### src/rtl/add_approx_pipe_if.sv
// add_approx_pipe_if: operand/result valid-ready bundle for add_approx_pipe
interface add_approx_pipe_if #(parameter int WIDTH = 8);
  logic in_valid;
  logic in_ready;
  logic [WIDTH-1:0] A;
  logic [WIDTH-1:0] B;
  logic [1:0] mode;
  logic out_valid;
  logic out_ready;
  logic [WIDTH:0] O;
  modport master (output in_valid, A, B, mode, out_ready, input in_ready, out_valid, O);
  modport slave (input in_valid, A, B, mode, out_ready, output in_ready, out_valid, O);
endinterface

### src/rtl/add_approx_pipe.sv
// add_approx_pipe: two-stage valid/ready approximate adder with error statistics
module add_approx_pipe #(
  parameter int WIDTH = 8,
  parameter int APPROX_BITS = 4,
  parameter int ACC_WIDTH = 32,
  parameter int CNT_WIDTH = 16
) (
  input  logic clk,
  input  logic rst,
  add_approx_pipe_if.slave bus,
  input  logic stat_clear,
  output logic [CNT_WIDTH-1:0] stat_cnt,
  output logic [ACC_WIDTH-1:0] stat_err_sum,
  output logic [WIDTH:0] stat_err_max
);
  localparam int KM1 = APPROX_BITS > 0 ? APPROX_BITS - 1 : 0;
  logic live, s1_valid, s2_adv, accept, fire, cin, approx_mode;
  logic [WIDTH-1:0] s1_a, s1_b;
  logic [1:0] s1_mode;
  logic [WIDTH:0] a_ext, b_ext, lo_mask, lo_part, hi_sum, approx, exact, e_reg, err;
  logic [ACC_WIDTH:0] sum_next;
  assign s2_adv = ~bus.out_valid | bus.out_ready;
  assign bus.in_ready = live & (~s1_valid | s2_adv);
  assign accept = bus.in_valid & bus.in_ready;
  assign fire = bus.out_valid & bus.out_ready;
  assign a_ext = {1'b0, s1_a};
  assign b_ext = {1'b0, s1_b};
  assign exact = a_ext + b_ext;
  assign lo_mask = ~({(WIDTH+1){1'b1}} << APPROX_BITS);
  assign cin = (APPROX_BITS > 0) && (s1_mode == 2'b01) && s1_a[KM1] && s1_b[KM1];
  assign lo_part = s1_mode == 2'b01 ? (a_ext | b_ext) & lo_mask : '0;
  assign hi_sum = (a_ext >> APPROX_BITS) + (b_ext >> APPROX_BITS) + {{WIDTH{1'b0}}, cin};
  assign approx = (hi_sum << APPROX_BITS) | lo_part;
  assign approx_mode = s1_mode == 2'b01 || s1_mode == 2'b10;
  assign err = bus.O >= e_reg ? bus.O - e_reg : e_reg - bus.O;
  assign sum_next = {1'b0, stat_err_sum} + (ACC_WIDTH+1)'(err);
  // in_ready stays low until the first edge after reset release
  always_ff @(posedge clk or posedge rst)
    if (rst) live <= 1'b0;
    else live <= 1'b1;
  // stage 1: capture operands and mode on acceptance
  always_ff @(posedge clk or posedge rst)
    if (rst) begin
      s1_valid <= 1'b0;
      s1_a <= '0;
      s1_b <= '0;
      s1_mode <= '0;
    end else if (accept) begin
      s1_valid <= 1'b1;
      s1_a <= bus.A;
      s1_b <= bus.B;
      s1_mode <= bus.mode;
    end else if (s2_adv) s1_valid <= 1'b0;
  // stage 2: register result and exact reference; hold while stalled
  always_ff @(posedge clk or posedge rst)
    if (rst) begin
      bus.out_valid <= 1'b0;
      bus.O <= '0;
      e_reg <= '0;
    end else if (s2_adv) begin
      bus.out_valid <= s1_valid;
      if (s1_valid) begin
        bus.O <= approx_mode ? approx : exact;
        e_reg <= exact;
      end
    end
  // error monitor: saturating count/sum and running max, clear has priority
  always_ff @(posedge clk or posedge rst)
    if (rst) begin
      stat_cnt <= '0;
      stat_err_sum <= '0;
      stat_err_max <= '0;
    end else if (stat_clear) begin
      stat_cnt <= '0;
      stat_err_sum <= '0;
      stat_err_max <= '0;
    end else if (fire) begin
      stat_cnt <= &stat_cnt ? stat_cnt : stat_cnt + CNT_WIDTH'(1);
      stat_err_sum <= sum_next[ACC_WIDTH] ? '1 : sum_next[ACC_WIDTH-1:0];
      stat_err_max <= err > stat_err_max ? err : stat_err_max;
    end
endmodule

### src/flat_wrapper.sv
// flat-port wrapper written by rule: the top's interface ports become plain ports
module add_approx_pipe_flat 
#(
  parameter int WIDTH = 8,
  parameter int APPROX_BITS = 4,
  parameter int ACC_WIDTH = 32,
  parameter int CNT_WIDTH = 16
)
  (clk, rst, stat_clear, stat_cnt, stat_err_sum, stat_err_max, bus_in_valid, bus_A, bus_B, bus_mode, bus_out_ready, bus_in_ready, bus_out_valid, bus_O);
  add_approx_pipe_if #(.WIDTH(WIDTH)) bus_i ();
  input  logic clk;
  input  logic rst;
  input  logic stat_clear;
  output logic [CNT_WIDTH-1:0] stat_cnt;
  output logic [ACC_WIDTH-1:0] stat_err_sum;
  output logic [WIDTH:0] stat_err_max;
  input wire logic [$bits(bus_i.in_valid)-1:0] bus_in_valid;
  input wire logic [$bits(bus_i.A)-1:0] bus_A;
  input wire logic [$bits(bus_i.B)-1:0] bus_B;
  input wire logic [$bits(bus_i.mode)-1:0] bus_mode;
  input wire logic [$bits(bus_i.out_ready)-1:0] bus_out_ready;
  output wire logic [$bits(bus_i.in_ready)-1:0] bus_in_ready;
  output wire logic [$bits(bus_i.out_valid)-1:0] bus_out_valid;
  output wire logic [$bits(bus_i.O)-1:0] bus_O;
  assign bus_i.in_valid = bus_in_valid;
  assign bus_i.A = bus_A;
  assign bus_i.B = bus_B;
  assign bus_i.mode = bus_mode;
  assign bus_i.out_ready = bus_out_ready;
  assign bus_in_ready = bus_i.in_ready;
  assign bus_out_valid = bus_i.out_valid;
  assign bus_O = bus_i.O;
  add_approx_pipe #(.WIDTH(WIDTH), .APPROX_BITS(APPROX_BITS), .ACC_WIDTH(ACC_WIDTH), .CNT_WIDTH(CNT_WIDTH)) u_core (.clk(clk), .rst(rst), .bus(bus_i), .stat_clear(stat_clear), .stat_cnt(stat_cnt), .stat_err_sum(stat_err_sum), .stat_err_max(stat_err_max));
endmodule
### config.mk
export PLATFORM = sky130hd
export DESIGN_NAME = add_approx_pipe_flat
export DESIGN_NICKNAME = d
export VERILOG_FILES = /design/src/rtl/add_approx_pipe_if.sv /design/src/rtl/add_approx_pipe.sv /design/src/flat_wrapper.sv
export SDC_FILE = /design/constraint.sdc
export NUM_CORES = 1
export LEC_CHECK = 0
export BUFFER_PORTS_ARGS = -buffer_cell sky130_fd_sc_hd__buf_2
export CORE_ASPECT_RATIO = 1.75
export CORE_MARGIN = 1
export CORE_UTILIZATION = 40
export CTS_CLUSTER_SIZE = 40
export DETAILED_ROUTE_END_ITERATION = 7
export SLEW_MARGIN = 5
export SYNTH_ARGS = -nofsm -noshare
export SYNTH_HDL_FRONTEND = slang
export SYNTH_SLANG_ARGS = --single-unit
### constraint.sdc
create_clock -name clk -period 5.2 [get_ports clk]
set_input_delay 1.56 -clock clk [delete_from_list [all_inputs] [get_ports clk]]
set_output_delay 1.56 -clock clk [all_outputs]
set_load 0.01 [all_outputs]
==> results.json, run 1 <==
{
  "cts_inserted_buffers": 9,
  "cts.clk_slew.worst_paths_ns": 0.07,
  "netlist.area_leader.share": 0.374,
  "die_h_um": 170,
  "grt_pass1_vias": 5686,
  "worstPathArrival_ns": 4.81,
  "cap_violations": 0,
  "die_x_um": 97.9,
  "nFillCells": 1511,
  "layout-drive-gt1-share": 0.200,
  "rr_worst_depth": 15,
  "grt_start_max_net_pins": 79,
  "synth_cell_types": 73,
  "synthTopCellsByArea": "dfrtp_1 37%, ha_1 9.5%, inv_1 3.7%, nor2_1 3.7%, mux2_2 3.3%",
  "grt_usage": 0.206,
  "yosysWarningCount": 0,
  "reg_top3": "u_core.stat_err_sum x32, u_core.stat_cnt x16",
  "via_per_inst": 5.66,
  "synth_flop_cell": "dfrtp_1",
  "drt-initial-drc-count": 217,
  "worstPathMaxFanout": 13,
  "synth-seq-area-share": 0.374,
  "core.rowCount": 61,
  "setup-tns-final_ns": 0,
  "route.detailed.drc": 16,
  "ff_latch_area_mm2": 0.00240,
  "status": "finished, violations left",
  "avgRoutedWirePerCell_um": 16.8,
  "clk-insertion-delay-late_ns": 0.35,
  "dieArea_mm2": 0.0166,
  "cts_max_level": 3,
  "cts-hold-fix-buffers": 0,
  "portBuffers": 90,
  "antenna_found_initial": 0,
  "rsz0062_at_grt": "no",
  "synth.net_count": 774,
  "grt_pass1_wl_um": 27000,
  "cp.required_ns": 5.40,
  "max_flop_register": "u_core.stat_err_sum",
  "endpoint_kind": "flop",
  "ir_drop_v": 0.000276,
  "fin_crit_sh": 0.885,
  "relSlewSlack": 0.319,
  "max_freq_mhz": 217,
  "syn_to_final_growth_pct": 15.0,
  "setup_viol": 0,
  "power.leakage_uw": 0.00354,
  "power_switching_uw": 2160,
  "cts_tree": "done",
  "start_kind": "flop",
  "combPwrFrac": 0.631,
  "cts_setup_buffers": 0,
  "min_path_type": "flop to flop",
  "antenna_cells": 0,
  "cp_slowest_cell": "a2111oi_0",
  "dr.pass1.iters": 7,
  "hpwl_um": 12800,
  "fin_nets": 859,
  "async_reset_ff_frac": 1.00,
  "largest_register_ffs": 32,
  "finClkSkew_ns": 0.00814,
  "finalWirelength_um": 16400,
  "synth_cells": 696,
  "clk_path_buf_depth": 2,
  "ys_ff_latch": 96,
  "vias": 5515,
  "stdcell_area_mm2": 0.00740,
  "tightest_slew_ns": 1.02,
  "cts_sinks": 96,
  "cts-resized-gates": 0,
  "internal_power_uw": 2470,
  "yosys.area.top_type": "dfrtp_1",
  "cp_slowest_stage_delay_ns": 0.47,
  "crit_type": "flop to flop",
  "critPathMostFrequentCell": "ha_1",
  "clockPowerShare": 0.156,
  "multiInputGateArea_mm2": 0.00370,
  "power_frac_seq": 0.214,
  "finalHoldViolations": 0,
  "power_density_mw_per_mm2": 626,
  "netlist_top_cells_count": "96 x dfrtp_1, 64 x inv_1, 64 x nor2_1",
  "root_buffer": "clkbuf_16",
  "yosysMostFrequentCell": "dfrtp_1",
  "grt_overflow": 0,
  "path_cells": "inv_1 -> ha_1 -> and4_1 -> and3_1 -> nor3_2 -> a21boi_0 -> nor3_1 -> nor2_1 -> ha_1 -> nor2b_1 -> o31a_1 -> o311ai_4 -> a211oi_2 -> a2111oi_0 -> a211oi_1",
  "initial_utilization": 0.407,
  "ant_nets": 0,
  "netSwitchingFraction": 0.467,
  "coreArea_mm2": 0.0158,
  "violations": "design-rule violations",
  "place_congestion": 0.860,
  "syn_area_mm2": 0.00643,
  "synth.avg_cell_area_um2": 9.24,
  "io_pins": 91,
  "min_period_ns": 4.60,
  "dpl-instance-area_mm2": 0.00708,
  "min_path_cells": 1,
  "slew_viol_final": 0,
  "synth_edf_count": 0
}
## worst max-delay path, delay by kind of cell, from the launching register on
| kind | cells | cell delay [ns] |
|---|---|---|
| DFF | 1 | 0.38 |
| AOI/OAI and AO/OA | 6 | 1.80 |
| and+or+nand+nor | 6 | 1.44 |
| buffers and inverters | 1 | 0.06 |
| adders and majority gates | 2 | 0.77 |
## final timing paths
check                                        from                      end  slack (ns)
worst max-delay path              u_core.bus.O[4]   u_core.stat_err_sum[7]        0.60
worst min-delay path            u_core.s1_mode[1]        u_core.s1_mode[1]        0.51
worst max register to register    u_core.bus.O[4]   u_core.stat_err_sum[7]        0.60
worst min register to register  u_core.s1_mode[1]        u_core.s1_mode[1]        0.51
max in group asynchronous                     rst  u_core.stat_err_sum[19]        2.87
min in group asynchronous                     rst       u_core.stat_cnt[4]        1.42
## power by group through the flow
stage               sequential [µW]  clock (µW)  combinational [µW]
finish                          989         721                2920
global route                   1010         773                3260
CTS                             991         746                2930
detailed placement             1010           0                2920
global placement                993           0                2840
floorplan                      1010           0                2170
## metal layers
metal	wire, µm	GRT usage
met1	5760	0.191
met2	9450	0.421
met5	0	0
met3	586	0.0305
met4	601	0.103
## cell families (layout without fill, tap and decap cells)
family,Yosys count,after routing,synth area share
and+or+nand+nor,239,239,0.199
AOI/OAI and AO/OA,169,169,0.186
DFF,96,96,0.374
buffers and inverters,86,176,0.0510
adders and majority gates,55,55,0.114
xor gates and xnor gates,26,26,0.0354
muxes,24,24,0.0411
other,1,1,0.000583
## area by class of cell
type,count,share of cell area
clock buffers,10,0.0309
inverters,64,0.0328
multi-input cells,514,0.500
repair buffers,96,0.0670
well taps,189,0.0320
clock inverters,6,0.0123
flip-flops and latches,96,0.325
## per-stage QoR
stage               worst slack, ns  power, µW  utilization  cells  hold slack, ns
floorplan                      1.13       3180            -    696           0.471
global placement              0.705       3830        0.448    959           0.489
detailed placement            0.610       3920        0.448    959           0.499
CTS                           0.595       4670        0.468    975           0.514
global route                  0.259       5050        0.468    975           0.523
finish                        0.597       4630        0.468    975           0.511
## layout by cell type (no fill, tap or decap), drive strengths merged, types with 11 or more instances in the layout
cell	synthesis	final
a31oi	12	12
a211oi	22	22
nand3	17	17
dfrtp	96	96
a21oi	32	32
xnor2	12	12
a21o	12	12
nand2	46	46
mux2	19	19
nor2	65	65
o21ai	33	33
a311oi	11	11
inv	64	65
buf	4	96
nor3	17	17
and3	17	17
and4	14	14
ha	49	49
xor2	14	14
nand4	14	14
Note: power is estimated with default switching activity, not from simulation.
==> inputs of run 2 (changes only) <==
--- a/config.mk
+++ b/config.mk
@@ -11,6 +11,7 @@
 export CORE_UTILIZATION = 40
 export CTS_CLUSTER_SIZE = 40
 export DETAILED_ROUTE_END_ITERATION = 7
+export GPL_TIMING_DRIVEN = 0
 export SLEW_MARGIN = 5
 export SYNTH_ARGS = -nofsm -noshare
 export SYNTH_HDL_FRONTEND = slang
==> constraint.sdc (replaced) <==
create_clock -name clk -period 5.2 [get_ports clk]
set_input_delay 1.56 -clock clk [delete_from_list [all_inputs] [get_ports clk]]
set_output_delay 1.56 -clock clk [all_outputs]
set_load 0.005 [all_outputs]
==> results.json, run 2 (synthesis results as in run 1) <==
{
  "status": "finished, violations left",
  "violations": "design-rule violations",
  "cts_max_level": 3,
  "coreArea_mm2": 0.0158,
  "place_congestion": 0.900,
  "internal_power_uw": 2370,
  "layout_common_cells": "96 x dfrtp_1, 93 x buf_2, 64 x nor2_1",
  "avgRoutedWirePerCell_um": 17.1,
  "max_flop_register": "u_core.stat_err_sum",
  "tightest_slew_ns": 0.849,
  "fin_cells": 991,
  "cts.clk_slew.worst_paths_ns": 0.07,
  "worstPathMaxFanout": 8,
  "endpoint_kind": "flop",
  "finalHoldViolations": 0,
  "initial_utilization": 0.407,
  "cap_violations": 0,
  "dr.pass1.iters": 8,
  "fin_crit_sh": 0.927,
  "fin_nets": 875,
  "relSlewSlack": 0.432,
  "via_per_inst": 5.63,
  "dp_slack_ns": 0.584,
  "vias": 5576,
  "dp.cells": 975,
  "crit_type": "flop to flop",
  "clockPowerShare": 0.145,
  "drt-initial-drc-count": 227,
  "combPwrFrac": 0.636,
  "grt_usage": 0.209,
  "grt_pass1_wl_um": 27200,
  "critPathMostFrequentCell": "ha_1",
  "ir_drop_v": 0.000252,
  "post-route-util": 0.470,
  "grt_pass1_vias": 5746,
  "antenna_cells": 0,
  "grt_overflow": 0,
  "cts_setup_buffers": 0,
  "ant_nets": 0,
  "route.detailed.drc": 18,
  "grt_start_max_net_pins": 60,
  "finClkSkew_ns": 0.0128,
  "netSwitchingFraction": 0.475,
  "cp.required_ns": 5.40,
  "clk_path_buf_depth": 2,
  "max_freq_mhz": 207,
  "cts_inserted_buffers": 9,
  "rsz0062_at_grt": "no",
  "finalWirelength_um": 17000,
  "cts_sinks": 96,
  "cts-hold-fix-buffers": 0,
  "largest_register_ffs": 32,
  "setup_ws_ns": 0.378,
  "antenna_found_initial": 0,
  "clk-insertion-delay-late_ns": 0.36,
  "core.rowCount": 61,
  "hpwl_um": 13400,
  "die_x_um": 97.9,
  "layout-drive-gt1-share": 0.195,
  "reg_top3": "u_core.stat_err_sum x32, u_core.stat_cnt x16",
  "cts-resized-gates": 0,
  "setup-tns-final_ns": 0,
  "cp_slowest_stage_delay_ns": 0.56,
  "root_buffer": "clkbuf_16",
  "power_frac_seq": 0.219,
  "die_h_um": 170,
  "worstPathArrival_ns": 5.02,
  "slew_viol_final": 0,
  "power_switching_uw": 2150,
  "final_common_cell": "dfrtp_1",
  "min_period_ns": 4.82,
  "cp_slowest_cell": "a2111oi_0",
  "holdWs_ns": 0.508,
  "setup_viol": 0,
  "dieArea_mm2": 0.0166,
  "cts_tree": "done",
  "io_pins": 91,
  "path_cells": "inv_1 -> ha_1 -> and4_1 -> and3_1 -> nor3_2 -> a21boi_0 -> nor3_1 -> nor2_1 -> ha_1 -> nor2b_1 -> o31a_1 -> o311ai_4 -> a211oi_2 -> a2111oi_0 -> a211oi_1",
  "syn_to_final_growth_pct": 15.4,
  "portBuffers": 89,
  "power.leakage_uw": 0.00354,
  "power_density_mw_per_mm2": 610,
  "min_path_type": "flop to flop",
  "start_kind": "flop"
}
==> run 2: changes by cell type in the layout (fill, tap and decap cells not counted) <==
cell,before,now
clkinvlp_4,0,1
bufinv_16,2,0
clkbuf_1,1,18
inv_6,1,3
buf_2,90,93
buf_4,6,0
clkinv_4,2,0
inv_8,0,2
buf_12,0,1
==> run 2: worst max-delay path, delay by kind of cell, from the launching register on <==
family / cells / cell delay, ns
AOI/OAI and AO/OA: 6 / 2.01
and+or+nand+nor: 6 / 1.47
adders and majority gates: 2 / 0.74
DFF: 1 / 0.39
buffers and inverters: 1 / 0.06
==> run 2: final cells by class <==
type                    count  area (µm²)
plain buffers              22        87.6
clock buffers               9         225
clock inverters             7        61.3
fillers                  1539        8380
inverters                  64         243
multi-input cells         514        3700
flip-flops and latches     96        2400
well taps                 189         236
repair buffers             90         465
==> run 2: path summary, 6_finish.rpt <==
| check | cells after the start | from | to | slack (ns) |
|---|---|---|---|---|
| setup / recovery | 15 | u_core.bus.O[7] | u_core.stat_err_sum[7] | 0.38 |
| hold reg to reg | 1 | u_core.s1_valid | u_core.bus.out_valid | 0.51 |
| max in group asynchronous | 3 | rst | u_core.stat_err_sum[31] | 3.18 |
| min in group asynchronous | 2 | rst | u_core.stat_cnt[15] | 1.33 |
| setup reg to reg | 15 | u_core.bus.O[7] | u_core.stat_err_sum[7] | 0.38 |
| hold / removal | 1 | u_core.s1_valid | u_core.bus.out_valid | 0.51 |
==> run 2: power by group through the flow <==
stage	clock network [µW]	logic (µW)	registers [µW]
after detailed placement	0	2850	1010
final	658	2880	989
after global placement	0	2790	998
after CTS	678	2870	991
after global routing	707	3230	1010
after floorplan	0	2170	986
==> run 2: layer usage <==
layer | vias up | track usage | share of wire
li1 | 2707 | - | -
met1 | 2678 | 0.192 | 0.35
met2 | 142 | 0.423 | 0.58
met3 | 49 | 0.0375 | 0.038
met4 | 0 | 0.106 | 0.039
met5 | - | 0 | 0
==> run 2: through the flow <==
stage / area (µm²) / power (µW)
2_1_floorplan: 6430 / 3160
4_1_cts: 7420 / 4540
3_3_place_gp: 7110 / 3790
5_1_grt: 7420 / 4950
3_5_place_dp: 7140 / 3860
6_report: 7420 / 4520
==> inputs of run 3 (changes only) <==
--- a/config.mk
+++ b/config.mk
@@ -9,6 +9,7 @@
 export CORE_ASPECT_RATIO = 1.75
 export CORE_MARGIN = 1
 export CORE_UTILIZATION = 40
+export CTS_BUF_LIST = sky130_fd_sc_hd__clkbuf_2 sky130_fd_sc_hd__clkbuf_4 sky130_fd_sc_hd__clkbuf_8
 export CTS_CLUSTER_SIZE = 40
 export DETAILED_ROUTE_END_ITERATION = 7
 export GPL_TIMING_DRIVEN = 0
==> results.json, run 3 (synthesis results as in run 1) <==
{
  "max_flop_register": "u_core.stat_err_sum",
  "finClkSkew_ns": 0.0173,
  "path_cells": "inv_1 -> ha_1 -> buf_2 -> a21oi_1 -> a21oi_1 -> o21ai_0 -> a21boi_0 -> nor3_1 -> nor2_1 -> ha_1 -> nor2b_1 -> o31a_1 -> o311ai_4 -> a211oi_2 -> a2111oi_0 -> a211oi_1",
  "dieArea_mm2": 0.0166,
  "clk_path_buf_depth": 2,
  "nFillCells": 1547,
  "cts_inserted_buffers": 9,
  "power.leakage_uw": 0.00349,
  "ir_drop_v": 0.000247,
  "initial_utilization": 0.407,
  "final_common_cell": "dfrtp_1",
  "fin_nets": 875,
  "endpoint_kind": "flop",
  "cp.required_ns": 5.44,
  "critical_path_buf_inv_count": 2,
  "min_path_type": "flop to flop",
  "finalHoldViolations": 0,
  "relSlewSlack": 0.430,
  "cap_violations": 0,
  "slew_viol_final": 0,
  "root_buffer": "clkbuf_8",
  "start_kind": "flop",
  "finalPower_uw": 4350,
  "place_congestion": 0.900,
  "die_x_um": 97.9,
  "grt_overflow": 0,
  "reg_top3": "u_core.stat_err_sum x32, u_core.stat_cnt x16",
  "antenna_cells": 0,
  "grt_pass1_wl_um": 27100,
  "hpwl_um": 13400,
  "largest_register_ffs": 32,
  "cp_slowest_cell": "o21ai_0",
  "cp_slowest_stage_delay_ns": 0.53,
  "max_freq_mhz": 213,
  "tightest_slew_ns": 0.852,
  "fin_cells": 991,
  "vias": 5583,
  "setup-tns-final_ns": 0,
  "cts.clk_slew.worst_paths_ns": 0.10,
  "violations": "design-rule violations",
  "fin_crit_sh": 0.901,
  "clk-insertion-delay-late_ns": 0.39,
  "layout-drive-gt1-share": 0.195,
  "ant_nets": 0,
  "syn_to_final_growth_pct": 13.8,
  "power_density_mw_per_mm2": 595,
  "avgRoutedWirePerCell_um": 17.1,
  "crit_type": "flop to flop",
  "cts-resized-gates": 0,
  "grt_start_max_net_pins": 60,
  "layout_common_cells": "96 x dfrtp_1, 93 x buf_2, 64 x nor2_1",
  "drt-initial-drc-count": 235,
  "route.detailed.drc": 20,
  "die_h_um": 170,
  "rsz0062_at_grt": "no",
  "core.rowCount": 61,
  "via_per_inst": 5.63,
  "cts_sinks": 96,
  "cts_tree": "done",
  "portBuffers": 89,
  "cts_max_level": 3,
  "grt_pass1_vias": 5740,
  "io_pins": 91,
  "cts-hold-fix-buffers": 0,
  "cts_setup_buffers": 0,
  "coreArea_mm2": 0.0158,
  "antenna_found_initial": 0,
  "dp_slack_ns": 0.584,
  "worstPathArrival_ns": 4.93,
  "grt_usage": 0.208,
  "dr.pass1.iters": 8,
  "setup_viol": 0,
  "timing.critical_path.max_delay_family": "compound AO/OA/AOI/OAI gates",
  "worstPathMaxFanout": 9,
  "finalWirelength_um": 17000,
  "dp.cells": 975,
  "status": "finished, violations left",
  "setup_ws_ns": 0.514,
  "r2r_setup_slack_ns": 0.51,
  "min_period_ns": 4.69
}
==> run 3: final cells by class <==
cell class,instances,area [µm²],share of cell area
Clock inverter,7,61.3,0.00837
Tap cell,189,236,0.0323
Inverter,64,243,0.0332
Timing Repair Buffer,90,465,0.0636
Clock buffer,9,124,0.0169
Multi-Input combinational cell,514,3700,0.506
Buffer,22,87.6,0.0120
Sequential cell,96,2400,0.328
==> run 3: per-stage QoR <==
| step | utilization | hold slack (ns) | cell area, µm² |
|---|---|---|---|
| 2_1_floorplan | - | 0.471 | 6430 |
| 3_3_place_gp | 0.450 | 0.489 | 7110 |
| 3_5_place_dp | 0.452 | 0.491 | 7140 |
| 4_1_cts | 0.463 | 0.515 | 7320 |
| 5_1_grt | 0.463 | 0.538 | 7320 |
| 6_report | 0.463 | 0.514 | 7320 |
==> run 3: path summary, 6_finish.rpt <==
| path | cells after the start | start | endpoint |
|---|---|---|---|
| max | 16 | u_core.bus.O[2] | u_core.stat_err_sum[7] |
| min | 1 | u_core.s1_valid | u_core.bus.out_valid |
| max reg2reg | 16 | u_core.bus.O[2] | u_core.stat_err_sum[7] |
| min reg2reg | 1 | u_core.s1_valid | u_core.bus.out_valid |
| max in group asynchronous | 3 | rst | u_core.stat_err_sum[26] |
| min in group asynchronous | 2 | rst | u_core.stat_cnt[9] |
==> run 3: layer usage <==
layer | GRT usage | share of wire | vias up
li1 | - | - | 2710
met4 | 0.117 | 0.042 | 0
met1 | 0.192 | 0.36 | 2686
met3 | 0.0305 | 0.033 | 50
met5 | 0 | 0 | -
met2 | 0.419 | 0.57 | 137
==> run 3: power by group <==
part / leakage (µW) / switching (µW) / internal, µW / total (µW)
sequential: 0.00125 / 114 / 874 / 988
combinational: 0.00215 / 1710 / 1160 / 2870
clock: 0.0000945 / 307 / 185 / 492
==> run 3: worst register-to-register path: stages, from the launching register on <==
cell and delay [ns]:
dfrtp_1 0.38, inv_1 0.07, ha_1 0.28, buf_2 0.17, a21oi_1 0.26, a21oi_1 0.15
o21ai_0 0.53, a21boi_0 0.23, nor3_1 0.24, nor2_1 0.11, ha_1 0.34, nor2b_1 0.17
o31a_1 0.33, o311ai_4 0.46, a211oi_2 0.25, a2111oi_0 0.45, a211oi_1 0.13
